`src/rtl/data_array_init_ctrl_pkg.sv`:
```
// Shared types and default widths for the data-array init/access controller.
package data_array_init_ctrl_pkg;

  localparam int unsigned ADDR_W_DEF = 10;
  localparam int unsigned DATA_W_DEF = 8;

  typedef enum logic {
    ST_INIT = 1'b0,
    ST_RUN  = 1'b1
  } state_e;

endpackage

```
`src/rtl/data_array_init_ctrl_resp.sv`:
```
// Read-response capture: bypasses macro data in the first response cycle,
// then holds it stable while the consumer stalls.
module data_array_init_ctrl_resp
  import data_array_init_ctrl_pkg::*;
#(
  parameter int unsigned DATA_W = DATA_W_DEF
) (
  input  logic              i_clock,
  input  logic              i_reset_n,
  input  logic              i_rd_accept,
  input  logic              i_resp_ready,
  input  logic [DATA_W-1:0] i_ram_rdata,
  output logic              o_resp_valid,
  output logic [DATA_W-1:0] o_resp_rdata
);

  logic              r_valid;
  logic              r_first;
  logic [DATA_W-1:0] r_hold;

  // r_first marks the cycle in which the macro output belongs to our read.
  always_ff @(posedge i_clock or negedge i_reset_n) begin
    if (!i_reset_n) begin
      r_valid <= 1'b0;
      r_first <= 1'b0;
      r_hold  <= '0;
    end else begin
      r_valid <= i_rd_accept | (r_valid & ~i_resp_ready);
      r_first <= i_rd_accept;
      if (r_first) begin
        r_hold <= i_ram_rdata;
      end
    end
  end

  assign o_resp_valid = r_valid;
  assign o_resp_rdata = r_first ? i_ram_rdata : r_hold;

endmodule

```
`src/rtl/data_array_init_ctrl.sv`:
```
// Front-end for a single-port data-array macro: fills the array after reset or
// on request, then maps a valid/ready request channel onto macro cycles.
module data_array_init_ctrl
  import data_array_init_ctrl_pkg::*;
#(
  parameter int unsigned     ADDR_W = ADDR_W_DEF,
  parameter int unsigned     DATA_W = DATA_W_DEF,
  parameter int unsigned     DEPTH  = 1 << ADDR_W,
  parameter logic [DATA_W-1:0] FILL = '0
) (
  input  logic              i_clock,
  input  logic              i_reset_n,
  input  logic              i_init_start,
  output logic              o_init_busy,
  input  logic              i_req_valid,
  output logic              o_req_ready,
  input  logic              i_req_write,
  input  logic [ADDR_W-1:0] i_req_addr,
  input  logic [DATA_W-1:0] i_req_wdata,
  input  logic              i_req_wmask,
  output logic              o_resp_valid,
  input  logic              i_resp_ready,
  output logic [DATA_W-1:0] o_resp_rdata,
  output logic [ADDR_W-1:0] o_ram_addr,
  output logic [DATA_W-1:0] o_ram_wdata,
  output logic              o_ram_en,
  output logic              o_ram_wmode,
  output logic              o_ram_wmask,
  input  logic [DATA_W-1:0] i_ram_rdata
);

  localparam int unsigned CNT_W = ADDR_W + 1;

  state_e           r_state;
  state_e           w_state_nxt;
  logic [CNT_W-1:0] r_cnt;
  logic             w_sweep_last;
  logic             w_resp_valid;
  logic             w_stall;
  logic             w_accept;
  logic             w_rd_accept;

  assign w_sweep_last = (r_cnt == CNT_W'(DEPTH - 1));
  assign w_stall      = w_resp_valid & ~i_resp_ready;
  assign o_resp_valid = w_resp_valid;

  always_ff @(posedge i_clock or negedge i_reset_n) begin
    if (!i_reset_n) begin
      r_state <= ST_INIT;
    end else begin
      r_state <= w_state_nxt;
    end
  end

  // A re-init request is dropped while a response is still outstanding.
  always_comb begin
    w_state_nxt = r_state;
    unique case (r_state)
      ST_INIT: if (w_sweep_last) w_state_nxt = ST_RUN;
      ST_RUN:  if (i_init_start && !w_resp_valid) w_state_nxt = ST_INIT;
      default: w_state_nxt = ST_INIT;
    endcase
  end

  // Sweep address; parked at zero in RUN so every sweep starts at address 0.
  always_ff @(posedge i_clock or negedge i_reset_n) begin
    if (!i_reset_n) begin
      r_cnt <= '0;
    end else if (r_state == ST_INIT) begin
      r_cnt <= r_cnt + CNT_W'(1);
    end else begin
      r_cnt <= '0;
    end
  end

  // Macro writes on en&wmask, so wmask stays low on every read and idle cycle.
  always_comb begin
    o_init_busy = 1'b0;
    o_req_ready = 1'b0;
    o_ram_en    = 1'b0;
    o_ram_wmode = 1'b0;
    o_ram_wmask = 1'b0;
    o_ram_addr  = i_req_addr;
    o_ram_wdata = i_req_wdata;
    w_accept    = 1'b0;
    w_rd_accept = 1'b0;
    unique case (r_state)
      ST_INIT: begin
        o_init_busy = 1'b1;
        o_ram_en    = 1'b1;
        o_ram_wmode = 1'b1;
        o_ram_wmask = 1'b1;
        o_ram_addr  = r_cnt[ADDR_W-1:0];
        o_ram_wdata = FILL;
      end
      ST_RUN: begin
        o_req_ready = ~w_stall & ~i_init_start;
        w_accept    = i_req_valid & o_req_ready;
        w_rd_accept = w_accept & ~i_req_write;
        o_ram_en    = w_accept;
        o_ram_wmode = w_accept & i_req_write;
        o_ram_wmask = w_accept & i_req_write & i_req_wmask;
      end
      default: begin
        o_init_busy = 1'b1;
      end
    endcase
    if (!i_reset_n) begin
      o_ram_en    = 1'b0;
      o_ram_wmask = 1'b0;
    end
  end

  data_array_init_ctrl_resp #(
    .DATA_W (DATA_W)
  ) u_resp (
    .i_clock      (i_clock),
    .i_reset_n    (i_reset_n),
    .i_rd_accept  (w_rd_accept),
    .i_resp_ready (i_resp_ready),
    .i_ram_rdata  (i_ram_rdata),
    .o_resp_valid (w_resp_valid),
    .o_resp_rdata (o_resp_rdata)
  );

endmodule

```
`config.mk`:
```
export PLATFORM = sky130hd
export DESIGN_NAME = data_array_init_ctrl
export DESIGN_NICKNAME = d
export VERILOG_FILES = /design/src/rtl/data_array_init_ctrl_pkg.sv /design/src/rtl/data_array_init_ctrl_resp.sv /design/src/rtl/data_array_init_ctrl.sv
export SDC_FILE = /design/constraint.sdc
export NUM_CORES = 1
export LEC_CHECK = 0
export CORE_AREA = 2 2 65 67
export CTS_CLUSTER_SIZE = 14
export DETAILED_ROUTE_END_ITERATION = 6
export DIE_AREA = 0 0 67 69
export PLACE_DENSITY = 0.66
export SKIP_CTS_REPAIR_TIMING = 1
export SYNTH_ARGS = -nofsm -noshare
export SYNTH_HDL_FRONTEND = slang
export SYNTH_SLANG_ARGS = --single-unit
```
`constraint.sdc`:
```
create_clock -name i_clock -period 1.7 [get_ports i_clock]
set_input_delay 0.34 -clock i_clock [delete_from_list [all_inputs] [get_ports i_clock]]
set_output_delay 0.34 -clock i_clock [all_outputs]
set_load 0.1 [all_outputs]
```
# After elaboration in Yosys (flattened, before gate mapping)
# Index checks and enable logic that the tools add are counted.
# op_classes
add_sub_neg	1
mul	0
n_div	0
n_lt_le_gt_ge	0
eq_ne	1
shift	0
muxes	15
n_bitwise	12
reduce_logical	2
# ops
operator	count
8-bit 2-to-1 mux	2
11-bit by 1-bit adder with 11-bit output, second input constant	1
11-bit by 10-bit equality test with 1-bit output, second input constant	1
11-bit 2-to-1 mux	1
10-bit 2-to-1 mux	1
1-bit case mux with 2 select lines	4
1-bit 2-to-1 mux	7
1-bit AND	6
1-bit NOT	5
1-bit logical AND	1
1-bit zero test	1
1-bit OR	1
# word_totals
ff_bits	22
latchBits	0
ram_bits	0
mem_bits_ro	0
in_bits	33
out_inout_bits	32
word_cells	36
n_memories	0

# Longest topological paths before layout
# Gate-level depths: netlist (run 1).
# logic_depth
depth_word	9
depth_mapped	4
ltp_nobuf	4

# By module
# A second synthesis (run 1) with hierarchy kept.
# unflattened
hier_cells	112
hier_area_um2	1169.9
# modules_own_cells
mod	instances	cells_per_inst	area_per_inst_um2	seq_area_each_um2
data_array_init_ctrl	1	91	777.0	300.3
data_array_init_ctrl_resp	1	21	392.9	250.2

# Worst setup path before layout (run 1)
# No wires, ideal clock.
# synth_path
kind	reg2out
startpoint	reg r_state
endpoint	out o_ram_addr[5]
arrival_ns	2.802
required_time_ns	1.360
setup_slack_ns	-1.442
stages_incl_launch_ff	4
n_path_buf	2
path_cell_list	dfrtp_1 -> buf_6 -> clkbuf_1 -> o21ai_0
# synth_between
elab_chain_cells	1
# synth_lines
element	line_no	text
start: declaration	data_array_init_ctrl.sv:34	state_e r_state;
start signal: assignment	data_array_init_ctrl.sv:51	r_state <= w_state_nxt;
10-bit 2-to-1 mux	data_array_init_ctrl.sv:87	unique case (r_state)
end: declaration	data_array_init_ctrl.sv:24	output logic [ADDR_W-1:0] o_ram_addr,
# No other way between the ends.

# Worst setup path after layout (run 1)
# layout_path
startpoint	in i_req_valid
endpoint	out o_ram_wmask
# layout_between
elab_chain_cells	5
# layout_lines
element	line_no	text
start: declaration	data_array_init_ctrl.sv:15	input logic i_req_valid,
1-bit AND	data_array_init_ctrl.sv:98	w_accept = i_req_valid & o_req_ready;
1-bit AND (2 in series)	data_array_init_ctrl.sv:102	o_ram_wmask = w_accept & i_req_write & i_req_wmask;
1-bit case mux with 2 select lines	data_array_init_ctrl.sv:87	
1-bit 2-to-1 mux	data_array_init_ctrl.sv:108	if (!i_reset_n) begin
end: declaration	data_array_init_ctrl.sv:28	output logic o_ram_wmask,
# No other way between the ends.

==> results of run 1 <==
==> cell usage after synthesis <==
library cell  number  area (µm²)
or3_1              3        18.8
xor2_1             2        17.5
o31ai_1            2        15.0
mux2i_1            1        10.0
nand3_1            4        20.0
and2_1             8        50.1
o22ai_1            1        6.26
buf_6              1        11.3
o311ai_0           1        8.76
mux2_2            15         169
clkbuf_1           4        15.0
ha_1               1        12.5
o21ai_0            5        25.0
nand4_1            3        18.8
or4_1              1        7.51
dfrtp_1           22         551
a21oi_1            5        25.0
nand2_1           14        52.6
nand3_2            1        10.0
nor2b_1            1        6.26
nor3_1             2        10.0
or4b_1             1        10.0
xnor2_1            1        8.76
and3_1             1        6.26
inv_1              5        18.8
nand2b_1           1        6.26
nor2_1             5        18.8
==> critical path, cell delays in order <==
cell	delay, ns
clkdlybuf4s50_1	0.50
nand4_1	0.22
o22ai_4	0.21
buf_12	0.20
==> sequential cells by signal, indices dropped and copies added, names as in the netlist <==
name                 count
r_cnt                   11
r_state                  1
u_resp.o_resp_valid      1
u_resp.r_first           1
u_resp.r_hold            8
==> routing by layer <==
metal,share of wire [%],vias up,track usage [%]
li1,-,550,-
met1,38,602,17.1
met2,54,46,26.1
met3,7.2,4,4.24
met4,0.87,0,2.72
met5,0,-,0
==> how the worst min path moves through the flow <==
stage | start | to | slack [ns] | cells after the start
finish | i_reset_n | u_resp.o_resp_valid$_DFF_PN0_ | 0.51 | 2
global route | i_reset_n | u_resp.o_resp_valid$_DFF_PN0_ | 0.51 | 2
floorplan | i_reset_n | r_cnt[0]$_DFF_PN0_ | 0.04 | 0
CTS | i_reset_n | u_resp.o_resp_valid$_DFF_PN0_ | 0.50 | 2
detailed placement | u_resp.r_hold[5]$_DFF_PN0_ | u_resp.r_hold[5]$_DFF_PN0_ | 0.53 | 1
global placement | u_resp.r_hold[2]$_DFF_PN0_ | u_resp.r_hold[2]$_DFF_PN0_ | 0.52 | 1
==> through the flow <==
step           power, µW  std cells
2_1_floorplan       1680        111
3_3_place_gp        2270        229
3_5_place_dp        2310        229
4_1_cts             2640        233
5_1_grt             2800        244
6_report            2690        244
==> report_power, final <==
part,total [µW],switching (µW),internal [µW]
logic,1610,981,633
registers,747,129,617
clock network,331,165,167
==> layout make-up <==
class | instances | area [µm²]
timing repair buffer | 84 | 1200
sequential | 22 | 557
multi-input combinational | 79 | 682
fill | 281 | 1340
inverter | 5 | 22.5
tap | 50 | 62.6
clock buffer | 4 | 45.0
==> cells in the final DEF (no fill, tap or decap), drive strengths merged, types with 2 or more instances in the layout <==
cell type	n
a21oi	5
and2	8
buf	50
clkbuf	6
clkdlybuf4s50	31
dfrtp	22
inv	4
mux2	15
nand2	14
nand3	5
nand4	3
nor2	5
nor3	2
o21ai	5
o31ai	2
or3	3
xor2	2
==> logic make-up (layout without fill, tap and decap cells) <==
family                   Yosys count  count (layout)  synth area share (%)
adder cells (fa/ha/maj)            1               1                  1.11
XOR/XNOR                           3               3                  2.33
AND/OR/NAND/NOR                   45              45                  20.8
multiplexers                      16              16                  15.9
flip-flops                        22              22                  48.8
buffers and inverters             10              93                  3.99
AO/OA/AOI/OAI                     14              14                  7.09
==> metrics.cfg, run 1 <==
[run_status]
status=finished with violations
violations=negative setup slack

[worst_setup_path]
critPathCapture=o_ram_wmask
cp-end-kind=output pin
cp_max_fo=2
r2r-start=r_cnt[1]$_DFF_PN0_
cp-start-kind=input port
critPathArrivalTime_ns=1.47
worstPathRequired_ns=1.36
reg2reg_slack_ns=0.09
r2r_cells=4
crit_start=i_req_valid
r2r_end=r_state$_DFF_PN0_
crit_type=in2out

[layout]
fin_nets=229
diodes=0
drive_above_1_share_pct=50.0
syn_to_final_growth_pct=128
final_area_um2=2570
fin_util_pct=65.7

[clock_tree]
cts.sinks=22
clkSlewWorstSetupHoldPaths_ns=0.08
cts-root-buf=clkbuf_8
tritoncts=yes
h-tree-depth=1
clk_path_buf_depth=2
clk_latency_ns=0.26
cts_buffers=3

[power_and_ir_drop]
p_leak_uw=0.00112
power.density_nw_per_um2=1050
vdd_drop_max_v=0.000682

[routing]
dr.pass1.iters=4
viasPerCell=4.93
drc=0
wl_mm=4.04
post_drt_wl_per_cell_um=16.5
ant_nets=0
drtIter0Drc=42
num_vias=1202

[sta]
max_freq_mhz=553
tightest_slew_ns=0.325
final-setup-viol-count=13
finClkSkew_ns=0.00996
fin_crit_ns=1.81
timing.final.ws_setup_ns=-0.108
grt_setup_unrepaired=yes
finalMaxSlewViolations=0
finalHoldViolations=0
maxSlewHeadroom_pct=78.1
finalSetupTns_ns=-0.530
min_period_over_period_pct=106
holdWs_ns=0.510

[placed_design]
port_buffers=64
dpl_cell_area_um2=2310
gp_congestion=0.730
dp_hpwl_mm=2.76
pre_cts_ws_ns=-0.141

[die]
dieArea_um2=4620
io_pins=65
core_region_area_um2=3910
start_util_pct=28.8
die_x_um=67
rows=23
die_y_um=69

[synthesis]
synth_fp_nets=145
ys_seq_area_share_pct=48.8
yosysWarningCount=0
synth_cell_type_count=27
ys_seq_elements=22
syn-cell-area_um2=1130
synth_area_per_cell_um2=10.2
synthesis.instances=111

[global_routing]
grt_overflow=0
grt_usage_pct=14.7
grt_max_degree=24
grt_pass1_wl_mm=5.45
grt_antenna_before_repair=0
grt_pass1_vias=1156

[hold_path]
hp-class=in2async

[run]
max-cap-violations=0

Power figures use the tool's default switching activity.
==> run 2, diff against run 1 <==
CAP_MARGIN = 0   (was default)
==> results of run 2 <==
Same layout as run 1: the final DEF is identical, and so are final timing and power.
==> run 3, diff against run 2 <==
CORE_AREA = 2 2 66 68   (was 2 2 65 67)
DIE_AREA = 0 0 68 70   (was 0 0 67 69)
GPL_TIMING_DRIVEN = 1   (was default)
PLACE_DENSITY = 0.65   (was 0.66)
SKIP_LAST_GASP = 1   (was default)
SYNTH_HIERARCHICAL = 1   (was default)
==> run 3 against run 2 <==
Worst hold slack lost 0.11 ns. Synthesized area up 3.7%. The flow still finishes with violations (negative setup slack). Worst setup slack better by 0.016 ns. Sequential share of layout area increased by 0.51 points. Synthesized cell count rose by 0.90%. First-iteration DRC count decreased by 12%. Largest cell class unchanged. Global-route usage down 0.15 points. Critical path type is now reg2out. Wire length shrank 14%. Fmax increased by 0.91%. Utilization down 5.1 points. Highest routed layer unchanged. Critical path depth unchanged. Non-clock buffer count is 7 lower.
==> metrics.cfg, run 3 <==
[sta]
holdWs_ns=0.397
max_freq_mhz=558
tightest_slew_ns=0.295
final-setup-viol-count=9
maxSlewHeadroom_pct=80.2
finalHoldViolations=0
timing.final.ws_setup_ns=-0.0918
fin_crit_ns=1.79
finalMaxSlewViolations=0
min_period_over_period_pct=105
grt_setup_unrepaired=yes
finClkSkew_ns=0.00346

[clock_tree]
cts.sinks=22
cts_buffers=3
tritoncts=yes
clkSlewWorstSetupHoldPaths_ns=0.08
clk_path_buf_depth=2
clk_latency_ns=0.26
cts-root-buf=clkbuf_8
h-tree-depth=1

[run]
max-cap-violations=0

[global_routing]
grt_pass1_vias=1075
grt_usage_pct=14.5
grt_overflow=0
grt_antenna_before_repair=0
gr-usage-met1_pct=17.2
grt_max_degree=25
grt_pass1_wl_mm=5.25
busiest_layer=met2
grt.met2_usage_pct=24.7
grt_use_met3_pct=1.61

[routing]
viasPerCell=4.80
drc=0
post_drt_wl_per_cell_um=14.5
ant_nets=0
num_vias=1152
wl_mm=3.48
dr.pass1.iters=5
drtIter0Drc=37

[synthesis]
synth_fp_nets=146
ys_seq_elements=22
synth_top_area_share_pct=47.1
yosysMostFrequentCell=dfrtp_1
netlist_top_cells_area=dfrtp_1, mux2_4, mux2_2
yosysWarningCount=6
synthFlopType=dfrtp_1
syn-cell-area_um2=1170
synth_area_per_cell_um2=10.4
synthesis.instances=112
ys_seq_area_share_pct=47.1
synth-edff-count=0
synth_top_cell_by_area=dfrtp_1
netlist_top_cells_count=dfrtp_1, nand2_1, a21oi_1, and2_1, mux2_4
async_reset_ff_share_pct=100
synth_cell_type_count=29

[power_and_ir_drop]
p_leak_uw=0.00107
power.density_nw_per_um2=1450
vdd_drop_max_v=0.00116

[layout]
diodes=0
final_common_cell=buf_12
reg_top3=r_cnt x11, u_resp/r_hold x8
final_cell_mix=buf_12, clkdlybuf4s50_1, dfrtp_1, buf_4
drive_above_1_share_pct=48.9
regMostFlops=r_cnt
syn_to_final_growth_pct=115
largest_reg_flops=11
fin_nets=223

[placed_design]
dp_hpwl_mm=2.68
port_buffers=64
pre_cts_ws_ns=-0.188
gp_congestion=0.706

[worst_setup_path]
critPathArrivalTime_ns=1.45
cp_max_fo=4
cp-end-kind=output pin
reg2reg_slack_ns=0.17
cp_top_family=flip-flops
cpMaxStageDelayCell=dfrtp_4
worstPathRequired_ns=1.36
crit_type=reg2out
max_stage_delay_ns=0.52
path_buf_inv=1
worstPathCellList=nand2b_4 -> nand4_1 -> o22ai_4 -> buf_12
cp-start-kind=flop

[run_status]
violations=negative setup slack
status=finished with violations

[die]
die_y_um=70
io_pins=65
rows=24
dieArea_um2=4760
core_region_area_um2=4140
start_util_pct=28.2
die_x_um=68

[hold_path]
hp-class=in2reg

run 3: cell count changes in the layout (fill, tap and decap cells not counted), moves of 2 or more:
| cell | change |
|---|---|
| mux2_4 | -6 |
| mux2_2 | +5 |
| a21oi_1 | +3 |
| buf_6 | -3 |
| nand2_2 | -3 |
| nand2_8 | +3 |
| buf_12 | -2 |
| o21ai_0 | -2 |
| o31ai_1 | +2 |
| or3_1 | -2 |
| or4_1 | +2 |
run 3: logic make-up after synthesis:
logic type	share of synthesized area (%)
compound gates	8.45
fa+ha+maj	1.07
buf+inv	3.96
xor+xnor	2.25
mux	16.0
flops	47.1
simple gates	21.2
run 3: per-layer routing:
layer / up-vias / routed length (µm)
met5: - / 0
met4: 0 / 122
met3: 8 / 207
met2: 53 / 1870
met1: 549 / 1290
li1: 542 / -
run 3: worst reg2reg max path, cell delays in order, from the launching register on:
cell and delay [ns]:
dfrtp_1 0.41, ha_1 0.23, nand2_1 0.15, or4_4 0.52
a21oi_1 0.15
run 3: path summary, 6_finish.rpt:
kind | from | to | cells past startpoint
worst max register to register | r_cnt[0]$_DFF_PN0_ | r_state$_DFF_PN0_ | 4
worst min register to register | r_cnt[0]$_DFF_PN0_ | r_cnt[0]$_DFF_PN0_ | 1
max in group asynchronous | i_reset_n | u_resp/o_resp_valid$_DFF_PN0_ | 2
worst min-delay path | i_resp_ready | u_resp/o_resp_valid$_DFF_PN0_ | 3
worst max-delay path | u_resp/o_resp_valid$_DFF_PN0_ | o_ram_wmask | 4
min in group asynchronous | i_reset_n | r_cnt[9]$_DFF_PN0_ | 2
run 3: power by group:
| group | switching [µW] | internal (µW) | leakage [µW] |
|---|---|---|---|
| Clock | 168 | 206 | 0.0000288 |
| Sequential | 113 | 655 | 0.000283 |
| Combinational | 1560 | 950 | 0.000755 |
run 3: per-stage QoR:
stage	utilization, %	instances	TNS, ns	cell area (µm²)	power, µW
after floorplan	-	112	-0.230	1330	2340
after global placement	57.5	230	-0.243	2380	3230
after detailed placement	57.5	230	-0.358	2380	3270
after CTS	58.9	234	-1.67	2440	3640
after global routing	60.6	240	-0.841	2510	3770
final	60.6	240	-0.219	2510	3650
run 3: layout make-up:
class | instances | area [µm²]
multi-input combinational | 80 | 717
tap | 52 | 65.1
timing repair buffer | 77 | 1090
clock buffer | 4 | 55.1
fill | 331 | 1630
sequential | 22 | 557
inverter | 5 | 22.5
